--- src/rtl/rv32i_wb_arb_pkg.sv ---
// rv32i_wb_arb_pkg: shared types for the register-file write-port arbiter
package rv32i_wb_arb_pkg;
  typedef struct packed {
    logic [4:0]  rd;
    logic [31:0] data;
  } wb_entry_t;
  localparam logic [4:0] REG_X0 = 5'd0;
endpackage

--- src/rtl/rv32i_sync_fifo.sv ---
// rv32i_sync_fifo: synchronous FIFO; a push into a full FIFO is taken only alongside a pop
module rv32i_sync_fifo #(
  parameter int WIDTH = 8,
  parameter int DEPTH = 4
) (
  input  logic                         clk,
  input  logic                         reset,
  input  logic                         push,
  input  logic                         pop,
  input  logic [WIDTH-1:0]             din,
  output logic [WIDTH-1:0]             dout,
  output logic                         full,
  output logic                         empty,
  output logic [$clog2(DEPTH+1)-1:0]   count
);
  localparam int AW = DEPTH > 1 ? $clog2(DEPTH) : 1;
  localparam int CW = $clog2(DEPTH+1);
  logic [WIDTH-1:0] mem [DEPTH];
  logic [AW-1:0] wp, rp;
  logic do_push, do_pop;
  function automatic logic [AW-1:0] nxt(input logic [AW-1:0] p);
    return (p == AW'(DEPTH-1)) ? '0 : p + AW'(1);
  endfunction
  assign full    = count == CW'(DEPTH);
  assign empty   = count == '0;
  assign dout    = mem[rp];
  assign do_pop  = pop & !empty;
  assign do_push = push & (!full | do_pop);
  always_ff @(posedge clk)
    if (do_push) mem[wp] <= din;
  always_ff @(posedge clk) begin
    if (reset) begin
      wp    <= '0;
      rp    <= '0;
      count <= '0;
    end else begin
      if (do_push) wp <= nxt(wp);
      if (do_pop) rp <= nxt(rp);
      count <= count + CW'(do_push) - CW'(do_pop);
    end
  end
endmodule

--- src/rtl/rv32i_wb_port_arbiter.sv ---
// rv32i_wb_port_arbiter: shares the register-file write port between pipeline writeback and late IO loads
module rv32i_wb_port_arbiter
  import rv32i_wb_arb_pkg::*;
#(
  parameter int OUTST_DEPTH = 4,
  parameter int RSP_DEPTH   = 2,
  parameter int STARVE_LIM  = 3
) (
  input  logic        clk,
  input  logic        reset,
  input  logic        wb_en_in,
  input  logic [4:0]  wb_reg_in,
  input  logic [31:0] wb_data_in,
  input  logic        io_req_valid,
  input  logic [4:0]  io_req_reg,
  output logic        io_req_ready,
  input  logic        io_rsp_valid,
  input  logic [31:0] io_rsp_data,
  output logic        io_rsp_ready,
  output logic        rf_wr_en,
  output logic [4:0]  rf_wr_reg,
  output logic [31:0] rf_wr_data,
  output logic [31:0] pend_mask,
  output logic        stall_out,
  output logic        waw_err
);
  localparam int SW = $clog2(STARVE_LIM+1);
  logic tag_full, tag_empty, rsp_full, rsp_empty;
  logic issue, tag_pop, pipe, rsp_pop, nxt_en, starving, at_lim;
  logic [4:0] tag_head;
  wb_entry_t rsp_head, nxt_wr;
  logic [$clog2(OUTST_DEPTH+1)-1:0] tag_cnt;
  logic [$clog2(RSP_DEPTH+1)-1:0] rsp_cnt;
  logic [SW-1:0] starve, starve_inc;
  logic [31:0] pend_nxt;
  logic unused_cnt;
  assign unused_cnt   = ^{tag_cnt, rsp_cnt};
  assign io_req_ready = !reset & !tag_full & !pend_mask[io_req_reg];
  assign io_rsp_ready = !reset & !rsp_full;
  assign issue        = io_req_valid & io_req_ready;
  assign tag_pop      = io_rsp_valid & io_rsp_ready & !tag_empty;
  rv32i_sync_fifo #(.WIDTH(5), .DEPTH(OUTST_DEPTH)) u_tag (
    .clk(clk), .reset(reset), .push(issue), .pop(tag_pop), .din(io_req_reg),
    .dout(tag_head), .full(tag_full), .empty(tag_empty), .count(tag_cnt)
  );
  rv32i_sync_fifo #(.WIDTH($bits(wb_entry_t)), .DEPTH(RSP_DEPTH)) u_rsp (
    .clk(clk), .reset(reset), .push(tag_pop), .pop(rsp_pop),
    .din(wb_entry_t'{rd: tag_head, data: io_rsp_data}),
    .dout(rsp_head), .full(rsp_full), .empty(rsp_empty), .count(rsp_cnt)
  );
  always_comb begin
    pipe       = wb_en_in & (wb_reg_in != REG_X0);
    rsp_pop    = !pipe & !rsp_empty;
    nxt_en     = pipe | (rsp_pop & (rsp_head.rd != REG_X0));
    nxt_wr     = pipe ? wb_entry_t'{rd: wb_reg_in, data: wb_data_in} : rsp_head;
    starving   = pipe & !rsp_empty;
    starve_inc = starve + SW'(1);
    at_lim     = starving & (starve_inc == SW'(STARVE_LIM));
    // a new issue to a register being drained this cycle keeps its pending bit
    pend_nxt   = (pend_mask & ~(32'(rsp_pop) << rsp_head.rd))
               | (32'(issue & (io_req_reg != REG_X0)) << io_req_reg);
  end
  always_ff @(posedge clk) begin
    if (reset) begin
      rf_wr_en   <= 1'b0;
      rf_wr_reg  <= '0;
      rf_wr_data <= '0;
      pend_mask  <= '0;
      stall_out  <= 1'b0;
      waw_err    <= 1'b0;
      starve     <= '0;
    end else begin
      rf_wr_en   <= nxt_en;
      rf_wr_reg  <= nxt_en ? nxt_wr.rd : '0;
      rf_wr_data <= nxt_en ? nxt_wr.data : '0;
      pend_mask  <= pend_nxt;
      waw_err    <= waw_err | (pipe & pend_mask[wb_reg_in]);
      stall_out  <= at_lim;
      starve     <= (rsp_pop | at_lim) ? '0 : starving ? starve_inc : starve;
    end
  end
endmodule

--- config.mk ---
export PLATFORM = sky130hd
export DESIGN_NAME = rv32i_wb_port_arbiter
export DESIGN_NICKNAME = d
export VERILOG_FILES = /design/src/rtl/rv32i_wb_arb_pkg.sv /design/src/rtl/rv32i_sync_fifo.sv /design/src/rtl/rv32i_wb_port_arbiter.sv
export SDC_FILE = /design/constraint.sdc
export NUM_CORES = 1
export LEC_CHECK = 0
export ABC_AREA = 0
export BUFFER_PORTS_ARGS = -buffer_cell sky130_fd_sc_hd__buf_2
export CAP_MARGIN = 10
export CORE_MARGIN = 1.5
export CORE_UTILIZATION = 57
export CTS_BUF_LIST = sky130_fd_sc_hd__clkbuf_4
export CTS_CLUSTER_DIAMETER = 150
export DETAILED_ROUTE_END_ITERATION = 10
export PLACE_DENSITY = 0.8
export SLEW_MARGIN = 20
export SYNTH_ARGS = -nofsm -noshare
export SYNTH_HDL_FRONTEND = slang
export SYNTH_SLANG_ARGS = --single-unit
--- constraint.sdc ---
create_clock -name clk -period 4.8 [get_ports clk]
set_clock_uncertainty 0.15 [all_clocks]
set_input_delay 0.96 -clock clk [delete_from_list [all_inputs] [get_ports clk]]
set_output_delay 0.96 -clock clk [all_outputs]
set_load 0.005 [all_outputs]
==> results of run 1 <==
-- power groups by stage --
stage	sequential (mW)	clock, mW	combinational [mW]
after floorplan	1.89	0	0.491
after global placement	1.90	0	0.672
after detailed placement	1.91	0	0.706
after CTS	1.88	0.857	0.710
after global routing	1.89	0.921	0.771
final	1.88	0.838	0.706
-- per-layer routing --
layer	wire length (um)	vias to the layer above
met2	8180	237
met4	542	0
met5	0	-
li1	-	2540
met1	7320	2560
met3	1340	44
-- metrics by stage --
step | utilization | std cells
2_1_floorplan | - | 609
3_3_place_gp | 0.644 | 905
3_5_place_dp | 0.644 | 905
4_1_cts | 0.666 | 937
5_1_grt | 0.666 | 938
6_report | 0.666 | 938
-- critical path, cell delays in order --
cell and delay, ps:
sky130_fd_sc_hd__buf_2 480, sky130_fd_sc_hd__mux2i_1 250, sky130_fd_sc_hd__a22oi_1 110, sky130_fd_sc_hd__and4b_1 200, sky130_fd_sc_hd__a22oi_2 210, sky130_fd_sc_hd__and2_1 160
sky130_fd_sc_hd__buf_2 110
-- cells by family (layout without fill, tap and decap cells) --
| group | count (synthesis) | in the layout | synth area share |
|---|---|---|---|
| flip-flops | 182 | 182 | 0.601 |
| AND/OR/NAND/NOR | 156 | 156 | 0.101 |
| XOR/XNOR | 6 | 6 | 0.00689 |
| other | 0 | 1 | 0 |
| buffers and inverters | 58 | 210 | 0.0361 |
| AO/OA/AOI/OAI | 124 | 124 | 0.116 |
| adder cells (fa/ha/maj) | 11 | 11 | 0.0190 |
| multiplexers | 72 | 72 | 0.120 |
-- final cells by class --
cell class              count  area [um^2]
inverters                  19         71.3
fillers                  1057         4390
repair buffers            159          813
flip-flops and latches    182         4590
diodes                      1         2.50
well taps                 176          220
clock buffers              17          128
multi-input cells         369         2770
clock inverters            15          161
-- cells in the final DEF, fill, tap and decap left out, types with 5 or more instances in the layout --
cell type and instances:
sky130_fd_sc_hd__buf_4 7, sky130_fd_sc_hd__a211oi_1 36, sky130_fd_sc_hd__edfxtp_1 94, sky130_fd_sc_hd__nand3_1 5, sky130_fd_sc_hd__o31ai_1 24, sky130_fd_sc_hd__mux4_2 15, sky130_fd_sc_hd__ha_1 10, sky130_fd_sc_hd__dfxtp_1 87
sky130_fd_sc_hd__mux2i_1 54, sky130_fd_sc_hd__o41ai_1 7, sky130_fd_sc_hd__nor2_1 64, sky130_fd_sc_hd__nand2b_1 5, sky130_fd_sc_hd__nand2_1 24, sky130_fd_sc_hd__xnor2_1 5, sky130_fd_sc_hd__buf_2 152, sky130_fd_sc_hd__inv_1 19
sky130_fd_sc_hd__clkbuf_4 17, sky130_fd_sc_hd__o21ai_1 31, sky130_fd_sc_hd__inv_6 7, sky130_fd_sc_hd__nor2b_1 37
-- worst paths after layout --
kind / from / to / slack, ps / depth (start not counted)
min reg2reg: waw_err$_SDFF_PP0_ / waw_err$_SDFF_PP0_ / 340 / 2
max: io_req_reg[0] / io_req_ready / 1190 / 7
max reg2reg: flip-flop / rf_wr_data[25]$_SDFF_PP0_ / 2060 / 5
min: waw_err$_SDFF_PP0_ / waw_err$_SDFF_PP0_ / 340 / 2
==> results.py, run 1 <==
metrics = {
    "timing": {
        "report.final.slew_viol_count": 0,
        "timing.final.ws_setup_ps": 1190,
        "layout_min_cycle_time_ps": 3610,
        "rsz0062_at_grt": "false",
        "final-setup-viol-count": 0,
        "max_clock_freq_ghz": 0.277,
        "slew-limit-headroom": 0.410,
        "hold_ws_ps": 341,
        "setup_total_negative_slack_ps": 0,
        "finalHoldViolations": 0,
        "tightest_slew_ps": 885,
        "final.period_utilization": 0.752,
    },
    "worst_setup_path": {
        "crit_required_ps": 3690,
        "launching_element_type_of_the_critical_path": "primary input",
        "worst-setup-path-type": "primary input to output port",
        "cp.arrival_ps": 2500,
        "endpoint_kind": "output port",
        "critPathMaxFanout": 25,
    },
    "layout": {
        "registers.top_by_ff_count": "u_rsp.mem",
        "areaGrowthSynthToFinish_pct": 14.8,
        "layout_top_registers": "u_rsp.mem: 74 flops, pend_mask: 32 flops, rf_wr_data: 32 flops",
        "finalInstanceArea_um2": 8750,
        "final_layout_size_suffix_gt1_frac": 0.293,
        "finish.net_count": 838,
        "max_ffs_per_register": 74,
    },
    "die": {
        "start_util": 0.580,
        "design.portCount": 153,
        "coreArea_um2": 13100,
        "chipWidth_um": 119,
        "fp-row-count": 42,
        "design.die.area_um2": 14100,
        "die-height_um": 119,
    },
    "pwr": {
        "power.switching_mw": 1.05,
        "max-vdd-ir-drop_uv": 235,
        "power_frac_comb": 0.206,
        "static-leakage-power_nw": 3.40,
        "netSwitchingFraction": 0.306,
        "p_seq_frac": 0.549,
        "power-per-cell-area_nw_per_um2": 391,
        "clkPwrFrac": 0.245,
        "internal-power_mw": 2.37,
        "power.total_mw": 3.42,
    },
    "drt": {
        "firstDrtPassIters": 5,
        "avgRoutedWirePerCell_um": 18.5,
        "per_cell_via_count_in_the_routed_design": 5.74,
        "detailroute.via_count": 5381,
        "final_antenna_net_count": 0,
        "finalWirelength_um": 17400,
        "route.detailed.drc": 0,
        "first_iter_violations": 338,
    },
    "logic_synthesis": {
        "synth-seq-cells": 182,
        "netlist-cell-type-count": 52,
        "synth_area_leaders": "sky130_fd_sc_hd__edfxtp_1 (37%), sky130_fd_sc_hd__dfxtp_1 (23%), sky130_fd_sc_hd__mux2i_1 (7.1%)",
        "yosys.area.top_type_share": 0.370,
        "postSynth.asyncResetShare": 0,
        "syn_area_um2": 7620,
        "ys.flop_type": "sky130_fd_sc_hd__edfxtp_1",
        "synth_most_common_cell": "sky130_fd_sc_hd__edfxtp_1",
        "syn-mean-instance-area_um2": 12.5,
        "ys_seq_area_frac": 0.601,
        "yosys-top-cells-count": "sky130_fd_sc_hd__edfxtp_1 (94), sky130_fd_sc_hd__dfxtp_1 (88), sky130_fd_sc_hd__nor2_1 (64), sky130_fd_sc_hd__mux2i_1 (54), sky130_fd_sc_hd__nor2b_1 (38)",
        "synth_nets": 699,
        "synthesis.yosys.warnings": 0,
        "synth-edff-count": 94,
        "synth_cells": 609,
        "post_synth_top_area_cell": "sky130_fd_sc_hd__edfxtp_1",
    },
    "placement": {
        "place_hpwl_um": 12300,
        "routabilityCongestion": 0.955,
        "dpl-instance-area_um2": 8460,
        "dpl_worst_slack_ps": 1190,
        "portBuffers": 152,
    },
    "clocking": {
        "post_cts_resized": 0,
        "cts.reportedPaths.clkPinSlew_ps": 140,
        "clk_path_buf_depth": 2,
        "cts.htree.levels": 4,
        "cts_inserted_buffers": 17,
        "cts_setup_buffers": 0,
        "clock-root-buffer": "sky130_fd_sc_hd__clkbuf_4",
        "post_cts_hold_buffer_count": 0,
        "clock_latency_on_the_worst_skew_pair_ps": 580,
        "clkSinkCount": 182,
        "cts_tree": "done",
    },
    "run": {
        "max_cap_violations": 0,
    },
    "global_route": {
        "pin_count_of_the_biggest_net_entering_global_routing": 79,
        "grt_pass1_vias": 5277,
        "globalRouteMet2Util": 0.403,
        "global_route.usage.met3": 0.0685,
        "grt.met1_usage": 0.329,
        "initial_antenna_violation_count": 1,
        "grt_first_pass_wirelength_um": 27300,
        "grtUsageTotal": 0.255,
        "grt-ovfl-total": 0,
        "top_usage_layer": "met2",
    },
    "outcome": {
        "status": "completed",
    },
    "hold_path": {
        "worstHoldPathType": "flip-flop to flip-flop",
    },
}
Note: power is estimated with default switching activity, not from simulation.
==> inputs of run 2 (changes only) <==
--- a/config.mk
+++ b/config.mk
@@ -5,15 +5,15 @@
 export SDC_FILE = /design/constraint.sdc
 export NUM_CORES = 1
 export LEC_CHECK = 0
-export ABC_AREA = 0
+export ABC_AREA = 1
 export BUFFER_PORTS_ARGS = -buffer_cell sky130_fd_sc_hd__buf_2
 export CAP_MARGIN = 10
 export CORE_MARGIN = 1.5
-export CORE_UTILIZATION = 57
+export CORE_UTILIZATION = 52
 export CTS_BUF_LIST = sky130_fd_sc_hd__clkbuf_4
 export CTS_CLUSTER_DIAMETER = 150
 export DETAILED_ROUTE_END_ITERATION = 10
-export PLACE_DENSITY = 0.8
+export PLACE_DENSITY = 0.77
 export SLEW_MARGIN = 20
 export SYNTH_ARGS = -nofsm -noshare
 export SYNTH_HDL_FRONTEND = slang
==> constraint.sdc (replaced) <==
create_clock -name clk -period 3.2 [get_ports clk]
set_clock_uncertainty 0.15 [all_clocks]
set_input_delay 0.64 -clock clk [delete_from_list [all_inputs] [get_ports clk]]
set_output_delay 0.64 -clock clk [all_outputs]
set_load 0.005 [all_outputs]
==> results.py, run 2 <==
metrics = {
    "die": {
        "chipWidth_um": 125,
        "fp-row-count": 44,
        "coreArea_um2": 14500,
        "die-height_um": 125,
        "start_util": 0.532,
        "design.portCount": 153,
        "design.die.area_um2": 15600,
    },
    "clocking": {
        "cts_tree": "done",
        "clk_path_buf_depth": 2,
        "clock-root-buffer": "sky130_fd_sc_hd__clkbuf_4",
        "cts_setup_buffers": 0,
        "cts_inserted_buffers": 17,
        "clkSinkCount": 182,
        "post_cts_hold_buffer_count": 0,
        "cts.htree.levels": 4,
        "cts.reportedPaths.clkPinSlew_ps": 170,
        "post_cts_resized": 0,
        "clock_latency_on_the_worst_skew_pair_ps": 600,
    },
    "worst_setup_path": {
        "worst_path_max_delay_cell": "sky130_fd_sc_hd__inv_2",
        "crit_path_max_incr_delay_ps": 290,
        "ff2ff_path_depth": 8,
        "launching_element_type_of_the_critical_path": "primary input",
        "crit_chain": "buf_2, inv_2, nand2_1, nand3_1, nand2_1, nand2_1, nand2_1, nor2_1, nor2_1, nor2_4, nand2_1, inv_1, buf_2",
        "endpoint_kind": "output port",
        "crit_required_ps": 2410,
        "worst_r2r_end": "rf_wr_data[2]$_SDFF_PP0_",
        "cp.arrival_ps": 1920,
        "worst-setup-path-type": "primary input to output port",
        "r2r_setup_slack_ps": 710,
        "critPathMaxFanout": 20,
        "crit_top_cell": "sky130_fd_sc_hd__nand2_1",
    },
    "logic_synthesis": {
        "synth_nets": 881,
        "ys_seq_area_frac": 0.593,
        "synthesis.yosys.warnings": 0,
        "postSynth.asyncResetShare": 0,
        "ys.flop_type": "sky130_fd_sc_hd__edfxtp_1",
        "yosys.area.top_type_share": 0.365,
        "synth_cells": 791,
        "synth_most_common_cell": "sky130_fd_sc_hd__nand2_1",
        "syn-mean-instance-area_um2": 9.77,
        "synth-edff-count": 94,
        "synth_area_leaders": "sky130_fd_sc_hd__edfxtp_1 (37%), sky130_fd_sc_hd__dfxtp_1 (23%), sky130_fd_sc_hd__nand2_1 (7.5%)",
        "post_synth_top_area_cell": "sky130_fd_sc_hd__edfxtp_1",
        "syn_area_um2": 7730,
        "synth-seq-cells": 182,
        "yosys-top-cells-count": "sky130_fd_sc_hd__nand2_1 (155), sky130_fd_sc_hd__edfxtp_1 (94), sky130_fd_sc_hd__a21oi_1 (89), sky130_fd_sc_hd__dfxtp_1 (88), sky130_fd_sc_hd__inv_1 (70)",
        "netlist-cell-type-count": 36,
    },
    "drt": {
        "per_cell_via_count_in_the_routed_design": 5.46,
        "avgRoutedWirePerCell_um": 16.7,
        "firstDrtPassIters": 5,
        "route.detailed.drc": 0,
        "detailroute.via_count": 6241,
        "first_iter_violations": 686,
        "finalWirelength_um": 19100,
        "final_antenna_net_count": 0,
    },
    "pwr": {
        "static-leakage-power_nw": 3.71,
        "max-vdd-ir-drop_uv": 342,
        "power-per-cell-area_nw_per_um2": 586,
        "power.total_mw": 5.25,
    },
    "layout": {
        "antennaDiodeCount": 0,
        "final_layout_size_suffix_gt1_frac": 0.268,
        "max_ffs_per_register": 74,
        "final_common_cell": "sky130_fd_sc_hd__nand2_1",
        "instances_no_fill": 1142,
        "finish.net_count": 1035,
        "layout_top_registers": "u_rsp.mem: 74 flops, pend_mask: 32 flops, rf_wr_data: 32 flops",
        "registers.top_by_ff_count": "u_rsp.mem",
        "layout_common_cells": "sky130_fd_sc_hd__nand2_1 (155), sky130_fd_sc_hd__buf_2 (152), sky130_fd_sc_hd__edfxtp_1 (94), sky130_fd_sc_hd__a21oi_1 (89), sky130_fd_sc_hd__dfxtp_1 (87)",
        "final_core_occ": 0.618,
        "areaGrowthSynthToFinish_pct": 16.1,
    },
    "timing": {
        "slew-limit-headroom": 0.574,
        "max_clock_freq_ghz": 0.369,
        "final.period_utilization": 0.848,
        "setup_total_negative_slack_ps": 0,
        "layout_min_cycle_time_ps": 2710,
        "final-setup-viol-count": 0,
        "tightest_slew_ps": 632,
        "rsz0062_at_grt": "false",
        "finalHoldViolations": 0,
        "report.final.slew_viol_count": 0,
    },
    "placement": {
        "portBuffers": 152,
        "routabilityCongestion": 0.917,
        "place_hpwl_um": 13500,
        "dpl.cell_count": 1110,
    },
    "hold_path": {
        "holdPathEnd": "u_rsp.mem[1][9]$_DFFE_PP_",
        "timing.hold.worst_path_depth": 1,
        "worstHoldPathType": "primary input to flip-flop",
        "min_from": "io_rsp_data[9]",
    },
    "outcome": {
        "status": "completed",
    },
    "global_route": {
        "initial_antenna_violation_count": 0,
        "pin_count_of_the_biggest_net_entering_global_routing": 40,
        "grtUsageTotal": 0.247,
        "grt_pass1_vias": 5896,
        "grt-ovfl-total": 0,
        "grt_first_pass_wirelength_um": 30400,
    },
    "run": {
        "max_cap_violations": 0,
    },
}
## run 2: final cells by class
type | count | area, um^2
fillers | 1227 | 5560
clock buffers | 18 | 135
multi-input cells | 493 | 2660
repair buffers | 173 | 931
well taps | 184 | 230
inverters | 78 | 295
flip-flops and latches | 182 | 4590
clock inverters | 14 | 139
## run 2: metal layers
layer  global-route usage  up-vias  wire length [um]
met5                    0        -                 0
met4               0.0882        0               433
met3               0.0640       45              1600
met1                0.332     2850              8280
li1                     -     3016                 -
met2                0.389      330              8770
## run 2: logic make-up after synthesis
kind of cell / after synthesis / share of synthesized area
compound gates: 174 / 0.118
xor+xnor: 3 / 0.00340
fa+ha+maj: 11 / 0.0188
buf+inv: 116 / 0.0648
flops: 182 / 0.593
mux: 32 / 0.0466
simple gates: 273 / 0.155
## run 2: worst max-delay path by stage
stage | startpoint | endpoint | slack (ps)
floorplan | reset | u_rsp.mem[1][0]$_DFFE_PP_ | 360
global route | io_req_reg[0] | io_req_ready | 330
detailed placement | io_req_reg[0] | u_tag.count[2]$_SDFF_PP0_ | 330
finish | io_req_reg[0] | io_req_ready | 490
global placement | io_req_reg[0] | u_tag.count[2]$_SDFF_PP0_ | 370
CTS | pend_mask[19]$_SDFF_PP0_ | io_req_ready | 480
## run 2: where the power goes
| group | internal (mW) | total [mW] | switching, mW |
|---|---|---|---|
| logic | 0.453 | 1.18 | 0.729 |
| registers | 2.70 | 2.82 | 0.115 |
| clock network | 0.419 | 1.26 | 0.839 |
| total | 3.57 | 5.25 | 1.68 |
## run 2: worst max-delay path, delay by kind of cell
family	cells	cell delay, ps
buf+inv	4	580
simple gates	9	700
## run 2: through the flow
stage	setup WS (ps)	area, um^2	hold slack [ps]
2_1_floorplan	360	7730	276
3_3_place_gp	372	8700	287
3_5_place_dp	328	8700	290
4_1_cts	476	8970	32.9
5_1_grt	328	8970	26.5
6_report	487	8970	63.0
==> inputs of run 3 (changes only) <==
==> constraint.sdc (replaced) <==
create_clock -name clk -period 2.25 [get_ports clk]
set_clock_uncertainty 0.15 [all_clocks]
set_input_delay 0.45 -clock clk [delete_from_list [all_inputs] [get_ports clk]]
set_output_delay 0.45 -clock clk [all_outputs]
set_load 0.005 [all_outputs]
==> results.py, run 3 (synthesized netlist as in run 2, its figures left out) <==
metrics = {
    "outcome": {
        "status": "finished, violations left",
        "violations": "negative setup slack",
    },
    "worst_setup_path": {
        "timing.critical_path.max_delay_family": "simple AND/OR/NAND/NOR gates",
        "worst-setup-path-type": "flip-flop to output port",
        "cp.arrival_ps": 1750,
        "crit_chain": "inv_2, nand2_1, nand3_1, nand2_1, nand2_1, nand2_1, nor2_2, nor2_2, nor2_4, nand2_1, inv_1, buf_2",
        "crit_required_ps": 1650,
        "r2r_setup_slack_ps": -60,
        "crit-reg2reg-launch": "pend_mask[22]$_SDFF_PP0_",
        "crit_top_cell": "sky130_fd_sc_hd__nand2_1",
        "endpoint_kind": "output port",
        "cp.buffers_inverters": 3,
        "worst_path_max_delay_cell": "sky130_fd_sc_hd__dfxtp_2",
        "critPathMaxFanout": 2,
        "worst_r2r_end": "u_tag.count[1]$_SDFF_PP0_",
        "crit_path_max_incr_delay_ps": 360,
        "launching_element_type_of_the_critical_path": "flip-flop",
        "ff2ff_path_depth": 17,
    },
    "pwr": {
        "static-leakage-power_nw": 4.41,
        "max-vdd-ir-drop_uv": 369,
        "power.total_mw": 8.23,
        "power-per-cell-area_nw_per_um2": 789,
    },
    "drt": {
        "route.detailed.drc": 0,
        "met3RoutedLength_um": 2140,
        "avgRoutedWirePerCell_um": 17.9,
        "first_iter_violations": 773,
        "final_antenna_net_count": 0,
        "detailroute.via_count": 6971,
        "per_cell_via_count_in_the_routed_design": 5.46,
        "routedLengthMet1_um": 8970,
        "top_layer": "met4",
        "firstDrtPassIters": 7,
        "finalWirelength_um": 22800,
        "routed-wl-met2_um": 11000,
    },
    "layout": {
        "final_layout_size_suffix_gt1_frac": 0.347,
        "registers.top_by_ff_count": "u_rsp.mem",
        "layout_common_cells": "sky130_fd_sc_hd__buf_2 (152), sky130_fd_sc_hd__nand2_1 (151), sky130_fd_sc_hd__edfxtp_1 (94), sky130_fd_sc_hd__a21oi_1 (88), sky130_fd_sc_hd__buf_4 (81)",
        "finish.net_count": 1169,
        "antennaDiodeCount": 0,
        "layout_top_registers": "u_rsp.mem: 74 flops, pend_mask: 32 flops, rf_wr_data: 32 flops",
        "final_common_cell": "sky130_fd_sc_hd__buf_2",
        "max_ffs_per_register": 74,
        "areaGrowthSynthToFinish_pct": 35.0,
    },
    "global_route": {
        "grt_pass1_vias": 6698,
        "grt_first_pass_wirelength_um": 35500,
        "grt-ovfl-total": 0,
        "initial_antenna_violation_count": 0,
        "pin_count_of_the_biggest_net_entering_global_routing": 42,
        "grtUsageTotal": 0.293,
    },
    "timing": {
        "report.final.slew_viol_count": 0,
        "finalHoldViolations": 0,
        "final.period_utilization": 1.05,
        "layout_min_cycle_time_ps": 2350,
        "rsz0062_at_grt": "true",
        "slew-limit-headroom": 0.582,
        "final-setup-viol-count": 3,
        "max_clock_freq_ghz": 0.425,
        "tightest_slew_ps": 626,
        "setup_total_negative_slack_ps": -190,
        "timing.final.ws_setup_ps": -102,
    },
    "hold_path": {
        "worstHoldPathType": "primary input to flip-flop",
        "min_from": "wb_reg_in[3]",
        "holdPathEnd": "rf_wr_reg[3]$_SDFF_PP0_",
        "timing.hold.worst_path_depth": 4,
    },
    "run": {
        "max_cap_violations": 0,
    },
    "placement": {
        "place_hpwl_um": 14000,
        "portBuffers": 152,
        "routabilityCongestion": 0.942,
    },
    "clocking": {
        "clock-root-buffer": "sky130_fd_sc_hd__clkbuf_4",
        "cts.reportedPaths.clkPinSlew_ps": 160,
        "clock_latency_on_the_worst_skew_pair_ps": 600,
        "cts.htree.levels": 4,
        "clk_path_buf_depth": 2,
        "cts_tree": "done",
        "clkSinkCount": 182,
        "cts_inserted_buffers": 17,
    },
    "die": {
        "design.die.area_um2": 15600,
        "die-height_um": 125,
        "coreArea_um2": 14500,
        "design.portCount": 153,
        "start_util": 0.532,
        "fp-row-count": 44,
        "chipWidth_um": 125,
    },
}
## run 3: where the power goes
part | internal (mW) | switching (mW) | total, mW
clock network | 0.820 | 1.25 | 2.07
registers | 3.84 | 0.163 | 4.00
logic | 0.918 | 1.23 | 2.15
## run 3: area by class of cell
| type | instances | area [um^2] |
|---|---|---|
| Sequential cell | 182 | 4610 |
| Fill cell | 1019 | 4100 |
| Multi-Input combinational cell | 493 | 2780 |
| Timing Repair Buffer | 307 | 2170 |
| Inverter | 78 | 303 |
| Tap cell | 184 | 230 |
| Clock inverter | 15 | 209 |
| Clock buffer | 17 | 128 |
## run 3: worst max-delay path by stage
stage | from | depth (start not counted) | slack (ps) | to
3_5_place_dp | io_req_reg[0] | 16 | -240 | u_tag.count[1]$_SDFF_PP0_
4_1_cts | pend_mask[22]$_SDFF_PP0_ | 12 | -150 | io_req_ready
6_report | pend_mask[30]$_SDFF_PP0_ | 12 | -100 | io_req_ready
2_1_floorplan | io_req_reg[0] | 15 | -160 | u_tag.count[1]$_SDFF_PP0_
5_1_grt | pend_mask[25]$_SDFF_PP0_ | 12 | -260 | io_req_ready
3_3_place_gp | io_req_reg[0] | 16 | -180 | u_tag.count[1]$_SDFF_PP0_
## run 3: per-layer routing
layer | GRT usage | vias to the layer above
li1 | - | 3281
met1 | 0.367 | 3240
met2 | 0.490 | 390
met3 | 0.0773 | 60
met4 | 0.110 | 0
met5 | 0 | -
## run 3: per-stage QoR
| step | setup slack (ps) | hold WS [ps] | cells | utilization | instance area [um^2] |
|---|---|---|---|---|---|
| after global routing | -262 | 86.5 | 1276 | 0.718 | 10400 |
| after global placement | -184 | 286 | 1162 | 0.633 | 9210 |
| after floorplan | -156 | 276 | 791 | - | 7810 |
| final | -102 | 98.8 | 1276 | 0.718 | 10400 |
| after detailed placement | -240 | 297 | 1162 | 0.633 | 9210 |
| after CTS | -154 | 76.0 | 1268 | 0.708 | 10300 |
## run 3: worst register-to-register path, cell delays in order (launching register included)
cell	delay (ps)
sky130_fd_sc_hd__dfxtp_2	390
sky130_fd_sc_hd__inv_2	50
sky130_fd_sc_hd__nand2_1	70
sky130_fd_sc_hd__nand3_2	50
sky130_fd_sc_hd__nand2_1	60
sky130_fd_sc_hd__nand2_1	40
sky130_fd_sc_hd__nand2_1	70
sky130_fd_sc_hd__nor2_2	40
sky130_fd_sc_hd__nor2_2	140
sky130_fd_sc_hd__nor2_4	40
sky130_fd_sc_hd__buf_4	140
sky130_fd_sc_hd__buf_6	110
sky130_fd_sc_hd__nand3_4	70
sky130_fd_sc_hd__clkinv_4	60
sky130_fd_sc_hd__ha_4	150
sky130_fd_sc_hd__fa_2	520
sky130_fd_sc_hd__inv_2	30
sky130_fd_sc_hd__nor2_1	70
## run 3: what timing repair did
action | CTS | global route
endpoints found under the hold margin | 97 | 0
hold buffers | 65 | 0
buffers inserted | 11 | 8
resized for setup | 23 | 35
setup endpoints to repair | 1 | 52
pin swaps | 4 | 6
